$ cat src/rtl/led_blink_bank.sv
// Bank of NCHAN LED drivers with per-channel OFF/ON/BLINK/FOLLOW modes and run-time retuning.
// Optional feature macro: LED_PWM_EN adds a shared PWM counter and per-channel brightness (cfg_duty).
module led_blink_bank #(
  parameter int unsigned NCHAN    = 8,
  parameter int unsigned CNT_W    = 27,
  parameter logic [1:0]  MODE_RST = 2'b10,
  parameter int unsigned HALF_RST = 50000000,
  parameter int unsigned PWM_W    = 8
) (
  input  logic                    clk,
  input  logic                    rst_n,
  input  logic                    cfg_we,
  input  logic [$clog2(NCHAN):0]  cfg_chan,
  input  logic [1:0]              cfg_mode,
  input  logic [CNT_W-1:0]        cfg_half,
`ifdef LED_PWM_EN
  input  logic [PWM_W-1:0]        cfg_duty,
`endif
  input  logic                    sync_all,
  input  logic [NCHAN-1:0]        direct_in,
  output logic [NCHAN-1:0]        led
);

  localparam int unsigned CHAN_W = $clog2(NCHAN) + 1;

  typedef enum logic [1:0] {
    MODE_OFF    = 2'b00,
    MODE_ON     = 2'b01,
    MODE_BLINK  = 2'b10,
    MODE_FOLLOW = 2'b11
  } mode_e;

  mode_e            mode_q [NCHAN];
  logic [CNT_W-1:0] half_q [NCHAN];
  logic [CNT_W-1:0] cnt_q  [NCHAN];
  logic [CNT_W-1:0] term_c [NCHAN];
  logic [NCHAN-1:0] ph_q;
  logic [NCHAN-1:0] sync1_q;
  logic [NCHAN-1:0] sync2_q;
  logic [NCHAN-1:0] wr_c;
  logic [NCHAN-1:0] restart_c;
  logic [NCHAN-1:0] lit_c;
  logic [NCHAN-1:0] gate_c;

  // Per-channel write decode, terminal count (half==0 acts as 1) and lit level.
  always_comb begin
    wr_c      = '0;
    restart_c = '0;
    lit_c     = '0;
    for (int i = 0; i < NCHAN; i++) begin
      wr_c[i]      = cfg_we && (cfg_chan == CHAN_W'(i));
      restart_c[i] = wr_c[i] || sync_all || (mode_q[i] != MODE_BLINK);
      term_c[i]    = (half_q[i] == '0) ? '0 : half_q[i] - CNT_W'(1);
      case (mode_q[i])
        MODE_OFF:    lit_c[i] = 1'b0;
        MODE_ON:     lit_c[i] = 1'b1;
        MODE_BLINK:  lit_c[i] = ph_q[i];
        MODE_FOLLOW: lit_c[i] = sync2_q[i];
        default:     lit_c[i] = 1'b0;
      endcase
    end
  end

`ifdef LED_PWM_EN
  logic [PWM_W-1:0] cnt_pwm_q;
  logic [PWM_W-1:0] duty_q [NCHAN];

  always_ff @(posedge clk or negedge rst_n) begin
    if (!rst_n) begin
      cnt_pwm_q <= '0;
      for (int i = 0; i < NCHAN; i++) duty_q[i] <= '1;
    end else begin
      cnt_pwm_q <= cnt_pwm_q + PWM_W'(1);
      for (int i = 0; i < NCHAN; i++) begin
        if (wr_c[i]) duty_q[i] <= cfg_duty;
      end
    end
  end

  // Full duty bypasses the compare so all-ones means constantly lit.
  always_comb begin
    gate_c = '0;
    for (int i = 0; i < NCHAN; i++) begin
      gate_c[i] = (duty_q[i] == '1) || (cnt_pwm_q < duty_q[i]);
    end
  end
`else
  logic [PWM_W-1:0] unused_pwm;
  assign unused_pwm = '0;
  assign gate_c     = '1;
`endif

  // Synchronisers, LED flops and per-channel blink state.
  always_ff @(posedge clk or negedge rst_n) begin
    if (!rst_n) begin
      sync1_q <= '0;
      sync2_q <= '0;
      ph_q    <= '0;
      led     <= '0;
      for (int i = 0; i < NCHAN; i++) begin
        mode_q[i] <= mode_e'(MODE_RST);
        half_q[i] <= CNT_W'(HALF_RST);
        cnt_q[i]  <= '0;
      end
    end else begin
      sync1_q <= direct_in;
      sync2_q <= sync1_q;
      led     <= lit_c & gate_c;
      for (int i = 0; i < NCHAN; i++) begin
        if (wr_c[i]) begin
          mode_q[i] <= mode_e'(cfg_mode);
          half_q[i] <= cfg_half;
        end
        // A restart on the terminal-count edge suppresses that toggle.
        if (restart_c[i]) begin
          cnt_q[i] <= '0;
          ph_q[i]  <= 1'b0;
        end else if (cnt_q[i] == term_c[i]) begin
          cnt_q[i] <= '0;
          ph_q[i]  <= ~ph_q[i];
        end else begin
          cnt_q[i] <= cnt_q[i] + CNT_W'(1);
        end
      end
    end
  end

endmodule
$ cat config.mk
export PLATFORM = sky130hd
export DESIGN_NAME = led_blink_bank
export DESIGN_NICKNAME = d
export VERILOG_FILES = /design/src/rtl/led_blink_bank.sv
export SDC_FILE = /design/constraint.sdc
export NUM_CORES = 1
export LEC_CHECK = 0
export BUFFER_PORTS_ARGS = -buffer_cell sky130_fd_sc_hd__buf_2
export CORE_MARGIN = 1.5
export CORE_UTILIZATION = 45
export DETAILED_ROUTE_END_ITERATION = 10
export GPL_TIMING_DRIVEN = 0
export PLACE_DENSITY = 0.56
export REMOVE_ABC_BUFFERS = 1
export SLEW_MARGIN = 20
export SYNTH_ARGS = -nofsm -noshare
export SYNTH_HDL_FRONTEND = slang
export SYNTH_SLANG_ARGS = --single-unit
$ cat constraint.sdc
create_clock -name clk -period 9 [get_ports clk]
set_input_delay 0.9 -clock clk [delete_from_list [all_inputs] [get_ports clk]]
set_output_delay 0.9 -clock clk [all_outputs]
set_load 0.01 [all_outputs]
==> results of run 1 <==
## cells by family after synthesis
group / Yosys count / synth area share
muxes: 250 / 0.09164
and+or+nand+nor: 1387 / 0.2492
DFF: 480 / 0.3995
buffers and inverters: 268 / 0.03544
AOI/OAI and AO/OA: 406 / 0.09427
adders and majority gates: 16 / 0.006586
xor gates and xnor gates: 412 / 0.1234
## metrics by stage
| step | hold WS, ns | setup WS (ns) | area, um^2 |
|---|---|---|---|
| global placement | 0.3351 | -2.562 | 30960 |
| floorplan | 0.3312 | 4.401 | 29610 |
| CTS | 0.1908 | 3.862 | 33090 |
| global route | 0.2125 | 3.518 | 33120 |
| finish | 0.2089 | 3.924 | 33120 |
| detailed placement | 0.3363 | 3.916 | 31350 |
## power by group through the flow
stage               registers, mW  logic, mW  clock network [mW]
CTS                          2.92       1.57                2.26
detailed placement           2.95       1.56                   0
global route                 2.98       1.73                2.35
global placement             2.93       1.51                   0
floorplan                    2.82       1.17                   0
finish                       2.93       1.57                2.20
## metal layers
layer	wire, um	vias up	global-route usage
met1	40580	12420	0.3567
met3	4154	136	0.02624
met2	38810	575	0.3904
met5	0	-	0
met4	2451	0	0.07436
li1	-	11700	-
## state kept, by name (all words and copies together) (netlist names)
signal,count
mode_q,16
ph_q,8
led,8
half_q,216
sync2_q,8
sync1_q,8
cnt_q,216
## cells in the mapped netlist, types with 8 or more instances
cell type                   count  share of area
sky130_fd_sc_hd__o311ai_0      11         0.0032
sky130_fd_sc_hd__a211oi_1      10         0.0025
sky130_fd_sc_hd__nand2b_1      35         0.0072
sky130_fd_sc_hd__a31oi_1       30         0.0062
sky130_fd_sc_hd__buf_2         13         0.0021
sky130_fd_sc_hd__and2_1        19         0.0039
sky130_fd_sc_hd__nor2b_1       20         0.0041
sky130_fd_sc_hd__nand2_1      181          0.022
sky130_fd_sc_hd__mux2i_1       24         0.0079
sky130_fd_sc_hd__nand3_1      133          0.022
sky130_fd_sc_hd__o31ai_1       29         0.0072
sky130_fd_sc_hd__or2_2         14         0.0029
sky130_fd_sc_hd__o41ai_1       13         0.0037
sky130_fd_sc_hd__a2111oi_0      9         0.0026
sky130_fd_sc_hd__dfrtp_1      376           0.31
sky130_fd_sc_hd__and4_1        17         0.0049
sky130_fd_sc_hd__xor2_1       198          0.057
sky130_fd_sc_hd__xnor2_1      204          0.059
sky130_fd_sc_hd__o22ai_1       18         0.0037
sky130_fd_sc_hd__or3_1         71          0.015
sky130_fd_sc_hd__a22oi_1       14         0.0035
sky130_fd_sc_hd__mux2_2       226          0.084
sky130_fd_sc_hd__nor3b_1       28         0.0069
sky130_fd_sc_hd__a21oi_1       60         0.0099
sky130_fd_sc_hd__nor4b_1       12         0.0035
sky130_fd_sc_hd__nand4b_1       8         0.0023
sky130_fd_sc_hd__o211ai_1      14         0.0035
sky130_fd_sc_hd__nor3_1       302          0.050
sky130_fd_sc_hd__clkbuf_1     155          0.019
sky130_fd_sc_hd__nor4_1        84          0.017
sky130_fd_sc_hd__nand4_1       75          0.015
sky130_fd_sc_hd__nand3b_1      16         0.0040
sky130_fd_sc_hd__inv_1         77         0.0095
sky130_fd_sc_hd__buf_1         14         0.0017
sky130_fd_sc_hd__or4b_2        11         0.0036
sky130_fd_sc_hd__nor2_1       210          0.026
sky130_fd_sc_hd__o21ai_0       78          0.013
sky130_fd_sc_hd__o32ai_1        8         0.0023
sky130_fd_sc_hd__or4_1         54          0.013
sky130_fd_sc_hd__ha_1          16         0.0066
sky130_fd_sc_hd__o21a_1        12         0.0030
sky130_fd_sc_hd__and3_1        60          0.012
sky130_fd_sc_hd__dfstp_2      104          0.090
## path summary, 6_finish.rpt
path	slack (ns)	cells after the start	to
worst max-delay path	3.92	11	cnt_q[188]
worst min-delay path	0.21	1	cnt_q[139]
worst max register to register	3.92	11	cnt_q[188]
worst min register to register	0.35	0	sync2_q[7]
max in group asynchronous	7.48	3	half_q[71]
min in group clk	0.35	0	sync2_q[7]
## layout make-up
class,count,area [um^2],share of cell area
diodes,1,2.502,0.00007555
clock buffers,80,1558,0.04703
flip-flops and latches,480,12140,0.3666
well taps,873,1092,0.03298
repair buffers,74,608.1,0.01836
multi-input cells,2471,17250,0.5207
clock inverters,15,185.2,0.005591
inverters,77,289.0,0.008726
==> out/results.md, run 1 <==
* max_slew headroom: 0.2423
* critical path type: flop to flop
* endpoint type of the worst setup path: flop
* result of the run: finished clean
* die height: 262.9 um
* GP Congestion: 0.8899
* min Tclk post-route: 5.076 ns
* Power per Cell Area: 202.4 nW/um^2
* initial antenna violation count: 6
* horizontal extent of the die: 262.9 um
* Critical Path Source Type: flop
* TritonCTS clock tree: built
* pin count of the biggest net entering global routing: 97
* Crit Path Max Fanout: 15
* number of distinct standard cells referenced by the synthesized netlist: 90
* total power after layout: 6.704 mW
* maximum frequency from static timing analysis: 0.1970 GHz
* number of DRC violations after detailed routing: 0
* cts hold-fix bufs: 0
* portion of total power attributed to combinational logic: 0.235
* post-CTS setup repair buffer count: 0
* Clk pin slew, worst setup/hold paths: 0.06 ns
* number of hold-slack violations in the final timing report: 0
* highest-count cells in the layout ignoring fill and taps: sky130_fd_sc_hd__dfrtp_1, sky130_fd_sc_hd__nor3_1, sky130_fd_sc_hd__mux2_2, sky130_fd_sc_hd__nor2_1, sky130_fd_sc_hd__xnor2_1
* RSZ-0062 raised after global routing: no
* share of flip-flops with an asynchronous set or reset: 1.000
* internal power: 4.531 mW
* post-CTS sizing: 0
* launching instance or port of the critical path: half_q[162]
* commonest non-fill, non-tap cell in the layout: sky130_fd_sc_hd__dfrtp_1
* sequential cell area fraction in the yosys report: 0.3995
* vias: 24.84k
* share of final-layout standard cells stronger than drive strength 1: 0.1727
* DP Wirelength: 59.65 mm
* Initial Utilization: 0.4534
* number of nets with antenna violations after routing: 0
* port bufs: 52
* net switching share of the total power: 0.3242
* final wirelength: 86.00 mm
* layout filler cell count: 6,203
* Least-Margin Pin Slew: 1.134 ns
* Critical-path top delay cell: sky130_fd_sc_hd__or3_1
* worst path buffer plus inverter count: 2
* number of enable flip-flop cells after synthesis: 0
* clock root buffer: sky130_fd_sc_hd__clkbuf_16
* final cell count without fillers: 4,071
* global-route wire length before repair: 136.9 mm
* CP top delay family: simple AND/OR/NAND/NOR gates
* most used flip-flop cell after synthesis: sky130_fd_sc_hd__dfrtp_1
* max-slew violation total from the final report: 0
* clock sinks: 480
* vias in the first global route: 23.95k
* CTS max path bufs: 3
* First DRT Iteration DRCs: 1,891
* Die ar.: 69,110 um^2
* Worst EP arrival: 5.52 ns
* Boundary Pins: 53
* part of the total power dissipated in sequential elements: 0.437
* Avg Inst Size Synth: 9.442 um^2
* Layout Area Growth over Synthesis: 8.978%
* launch instance of the worst register-to-register path: half_q[162]
* P_leak: 12.43 nW
* H-tree depth reported by CTS: 2
* total CTS buffers: 52
* detailed-route wire length per cell: 21.13 um
* period utilization: 0.5640
* post-synthesis instance area: 30,390 um^2
* Util after Layout: 0.4941
* Sum Neg Setup Slack: 0 ns
* Net count, final: 3,217
* critical path required time: 9.44 ns
* Clk Latency, worst-skew pair: 0.60 ns
* clock share of power: 0.329
* number of register bits inferred by synthesis: 480
* via count normalized by instance count: 6.101
* Placeable Area: 67,040 um^2
* setup-violating endpoint count in the final report: 0
* peak supply drop: 0.1225 mV
* cell row count: 95
* Yosys warning total: 0
* first-pass detailed-route iteration total: 6
* cell chain of the critical path: inv_1, ha_1, nor3b_1, nand4_1, or3_1, a211oi_1, o211ai_1, a2111o_1, nor2_2, buf_8, nor3_1
* Total GRT Usage: 0.2470
* Mapped Cells: 3,219
* total placed cells including tap cells: 3,975
* Net Switching: 2.173 mW
* total global routing overflow: 0
* Setup Skew: 0.01572 ns
* max-cap violations: 0
* delay of the slowest cell on the worst path: 0.76 ns
* Hold/Removal Path Class: primary input to async pin
Power figures use the tool's default switching activity.
==> run 2: changes to the inputs <==
--- a/config.mk
+++ b/config.mk
@@ -5,12 +5,13 @@
 export SDC_FILE = /design/constraint.sdc
 export NUM_CORES = 1
 export LEC_CHECK = 0
+export ABC_AREA = 1
 export BUFFER_PORTS_ARGS = -buffer_cell sky130_fd_sc_hd__buf_2
 export CORE_MARGIN = 1.5
 export CORE_UTILIZATION = 45
 export DETAILED_ROUTE_END_ITERATION = 10
 export GPL_TIMING_DRIVEN = 0
-export PLACE_DENSITY = 0.56
+export PLACE_DENSITY = 0.59
 export REMOVE_ABC_BUFFERS = 1
 export SLEW_MARGIN = 20
 export SYNTH_ARGS = -nofsm -noshare
==> constraint.sdc (replaced) <==
create_clock -name clk -period 4.3 [get_ports clk]
set_input_delay 0.43 -clock clk [delete_from_list [all_inputs] [get_ports clk]]
set_output_delay 0.43 -clock clk [all_outputs]
set_load 0.01 [all_outputs]
==> run 2 against run 1 <==
- power increased by 120%
- fmax grew 51%
- clock power increased by 140%
- utilization is 0.63 points higher
- largest cell class unchanged
- area after synthesis increased by 3.1%
- sequential power up 99%
- worst setup slack worse by 3.0 ns
- final area is 4.0% higher
- synthesized cell count grew 43%
- first-iteration DRC count grew 8.4%
- worst hold slack lost 0.12 ns
- critical endpoint is now cnt_q[158]
- clock skew rose by 0.0053 ns
==> out/results.md, run 2 <==
* port bufs: 52, unchanged
* Worst EP arrival: 3.85 ns, -1.67 ns
* Layout Area Growth over Synthesis: 9.880%
* final worst setup slack: 0.9416 ns, -2.982 ns
* die height: 266.9 um, +1.5%
* vias: 28.79k, +16%
* Avg Inst Size Synth: 6.826 um^2, -28%
* minimum setup slack among reg-to-reg paths: 0.94 ns, -2.98 ns
* P_leak: 15.41 nW, +24%
* hold-critical path endpoint: half_q[60]
* Initial Utilization: 0.4554, +0.002047
* Critical Path Source Type: flop
* Compound-Gate Fraction of Synth Area: 0.05860, -0.03567
* commonest non-fill, non-tap cell in the layout: sky130_fd_sc_hd__nand2_1
* endpoint type of the worst setup path: flop
* post-synthesis instance area: 31,350 um^2, +3.1%
* sequential cell area fraction in the yosys report: 0.3874, -0.01212
* origin of the worst min-delay path: cfg_half[6]
* clock root buffer: sky130_fd_sc_hd__clkbuf_16
* Placeable Area: 68,830 um^2, +2.7%
* hold-critical path depth: 3
* Die ar.: 71,250 um^2, +3.1%
* top cells by instance count after synthesis: sky130_fd_sc_hd__nand2_1, sky130_fd_sc_hd__nor2_1, sky130_fd_sc_hd__inv_1, sky130_fd_sc_hd__nand3_1, sky130_fd_sc_hd__dfrtp_1
* adder and majority cell fraction of the synthesized area: 0.006387, -0.0001998
* initial antenna violation count: 7, +1
* H-tree depth reported by CTS: 2, unchanged
* max_slew headroom: 0.3209, +0.07863
* leading post-synthesis cells by cell area: sky130_fd_sc_hd__dfrtp_1, sky130_fd_sc_hd__nand2_1, sky130_fd_sc_hd__dfstp_2
* global-route wire length before repair: 147.6 mm, +7.8%
* TritonCTS clock tree: built
* cell row count: 96, +1.1%
* CTS max path bufs: 3, unchanged
* Sum Neg Setup Slack: 0 ns, unchanged
* largest family of logic cells by synthesized area: simple AND/OR/NAND/NOR gates
* Mapped Cells: 4,592, +43%
* layout filler cell count: 7,044, +14%
* total power after layout: 14.46 mW, +120%
* min Tclk post-route: 3.358 ns, -1.718 ns
* Hold/Removal Path Class: primary input to flop
* launch instance of the worst register-to-register path: half_q[136]
* critical path type: flop to flop
* Total GRT Usage: 0.2636, +0.01658
* share of flip-flops with an asynchronous set or reset: 1.000, unchanged
* clock sinks: 480, unchanged
* total global routing overflow: 0, unchanged
* share of final-layout standard cells stronger than drive strength 1: 0.09204, -0.08062
* Setup Skew: 0.02101 ns, +0.005290 ns
* max-slew violation total from the final report: 0, unchanged
* number of enable flip-flop cells after synthesis: 0, unchanged
* largest registers: cnt_q: 216 flops, half_q: 216 flops, mode_q: 16 flops
* vias in the first global route: 27.19k, +13%
* most used flip-flop cell after synthesis: sky130_fd_sc_hd__dfrtp_1
* GP Congestion: 0.9515, +6.9%
* detailed-route wire length per cell: 16.61 um, -21%
* Power per Cell Area: 419.8 nW/um^2, +110%
* Boundary Pins: 53, unchanged
* post-synthesis share of cell area spent on xor and xnor gates: 0.06063, -0.06278
* total CTS buffers: 56, +7.7%
* Clk Latency, worst-skew pair: 0.63 ns, +0.03 ns
* post-placement setup slack: 0.9698 ns, -2.946 ns
* mux contribution to synthesized area: 0.0007185, -0.09092
* simple-gate share of the synthesized area: 0.3950, +0.1458
* Net count, final: 4,664, +45%
* Yosys warning total: 0, unchanged
* Util after Layout: 0.5004, +0.006334
* first-pass detailed-route iteration total: 5, -1
* number of distinct standard cells referenced by the synthesized netlist: 46, -49%
* Clk pin slew, worst setup/hold paths: 0.06 ns, about the same
* placed instance area: 32,360 um^2, +3.2%
* RSZ-0062 raised after global routing: no
* DP Wirelength: 67.11 mm, +12%
* maximum frequency from static timing analysis: 0.2978 GHz, +51%
* First DRT Iteration DRCs: 2,050, +8.4%
* number of DRC violations after detailed routing: 0, unchanged
* pin count of the biggest net entering global routing: 92, -5.2%
* most frequently used cell type in the post-synthesis netlist: sky130_fd_sc_hd__nand2_1
* number of hold-slack violations in the final timing report: 0, unchanged
* cell taking the most area after synthesis: sky130_fd_sc_hd__dfrtp_1
* peak supply drop: 0.3327 mV, +170%
* number of nets with antenna violations after routing: 0, unchanged
* Least-Margin Pin Slew: 1.015 ns, -0.1192 ns
* fin area: 34,440 um^2, +4.0%
* setup-violating endpoint count in the final report: 0, unchanged
* via count normalized by instance count: 5.156, -15%
* number of register bits inferred by synthesis: 480, unchanged
* R2R Path End: cnt_q[158]
* critical path required time: 4.79 ns, -4.65 ns
* period utilization: 0.7810, +0.2170
* final wirelength: 92.74 mm, +7.8%
* highest-count cells in the layout ignoring fill and taps: sky130_fd_sc_hd__nand2_1, sky130_fd_sc_hd__nor2_1, sky130_fd_sc_hd__inv_1, sky130_fd_sc_hd__nand3_1, sky130_fd_sc_hd__dfrtp_1
* result of the run: finished clean
* number of cells on the worst reg-to-reg path: 14, +3
* share of Yosys cell area claimed by the top area cell type: 0.3002, -0.009391
* Crit Path Max Fanout: 45, +30
* horizontal extent of the die: 266.9 um, +1.5%
* max-cap violations: 0, unchanged
==> run 2: cell count changes in the layout (fill, tap and decap cells not counted), sizes merged, moves of 185 or more <==
cell	delta
nor2	+593
o21ai	+235
nand2	+1153
mux2	-224
xnor2	-185
nand3	+257
nor3	-239
inv	+478
==> run 2: worst max-delay path, cell delays in order (launching register included) <==
cell,delay [ns]
sky130_fd_sc_hd__dfrtp_1,0.37
sky130_fd_sc_hd__inv_1,0.08
sky130_fd_sc_hd__ha_1,0.20
sky130_fd_sc_hd__nand2_1,0.12
sky130_fd_sc_hd__nor2_1,0.59
sky130_fd_sc_hd__nand2_1,0.23
sky130_fd_sc_hd__inv_2,0.12
sky130_fd_sc_hd__nand2_4,0.25
sky130_fd_sc_hd__nand2_1,0.18
sky130_fd_sc_hd__xor2_1,0.15
sky130_fd_sc_hd__nand3_1,0.10
sky130_fd_sc_hd__nor2_1,0.24
sky130_fd_sc_hd__nand4_2,0.19
sky130_fd_sc_hd__nand2_4,0.30
sky130_fd_sc_hd__nor2_1,0.08
==> run 2: power breakdown <==
group	switching (mW)	total (mW)	internal [mW]	leakage, nW
Clock	2.08	5.19	3.11	0.970
Sequential	0.591	5.83	5.24	6.03
Combinational	2.28	3.44	1.16	8.41
Total	4.95	14.5	9.51	15.4
==> run 2: repair_timing <==
item,CTS,global route
hold buffers,9,0
endpoints found under the hold margin,72,0
buffers inserted,0,0
setup endpoints to repair,0,0
gates resized for setup,0,0
==> run 2: logic make-up (layout without fill, tap and decap cells) <==
family,Yosys count,count (layout)
and+or+nand+nor,2842,2842
buffers and inverters,676,734
DFF,480,480
AOI/OAI and AO/OA,359,359
xor gates and xnor gates,217,217
adders and majority gates,16,16
muxes,2,2
other,0,2
==> run 2: stage by stage <==
stage	hold WS, ns	cells
floorplan	0.1344	4472
global placement	0.3327	5455
detailed placement	0.3347	5467
CTS	0.06512	5581
global route	0.1008	5581
finish	0.08785	5583
==> run 2: how the worst max path moves through the flow <==
stage	from	to
floorplan	cfg_chan[2]	cnt_q[50]
CTS	half_q[136]	cnt_q[158]
detailed placement	half_q[136]	cnt_q[158]
finish	half_q[136]	cnt_q[158]
global placement	rst_n	cnt_q[72]
global route	half_q[87]	cnt_q[107]
==> run 2: cell type report <==
type / instances / area, um^2 / share of cell area
Sequential cell: 480 / 12140 / 0.3525
Tap cell: 931 / 1165 / 0.03382
Clock inverter: 32 / 420.4 / 0.01221
Multi-Input combinational cell: 3436 / 16390 / 0.4760
Antenna cell: 2 / 5.005 / 0.0001453
Inverter: 556 / 2090 / 0.06067
Clock buffer: 73 / 1567 / 0.04548
Timing Repair Buffer: 73 / 660.6 / 0.01918
==> run 2: per-layer routing <==
layer,GRT usage,vias to the layer above,part of all wire
met5,0,-,0.00029
met4,0.09060,4,0.034
met3,0.03266,144,0.051
met2,0.4397,604,0.46
met1,0.3524,13440,0.45
li1,-,14600,-
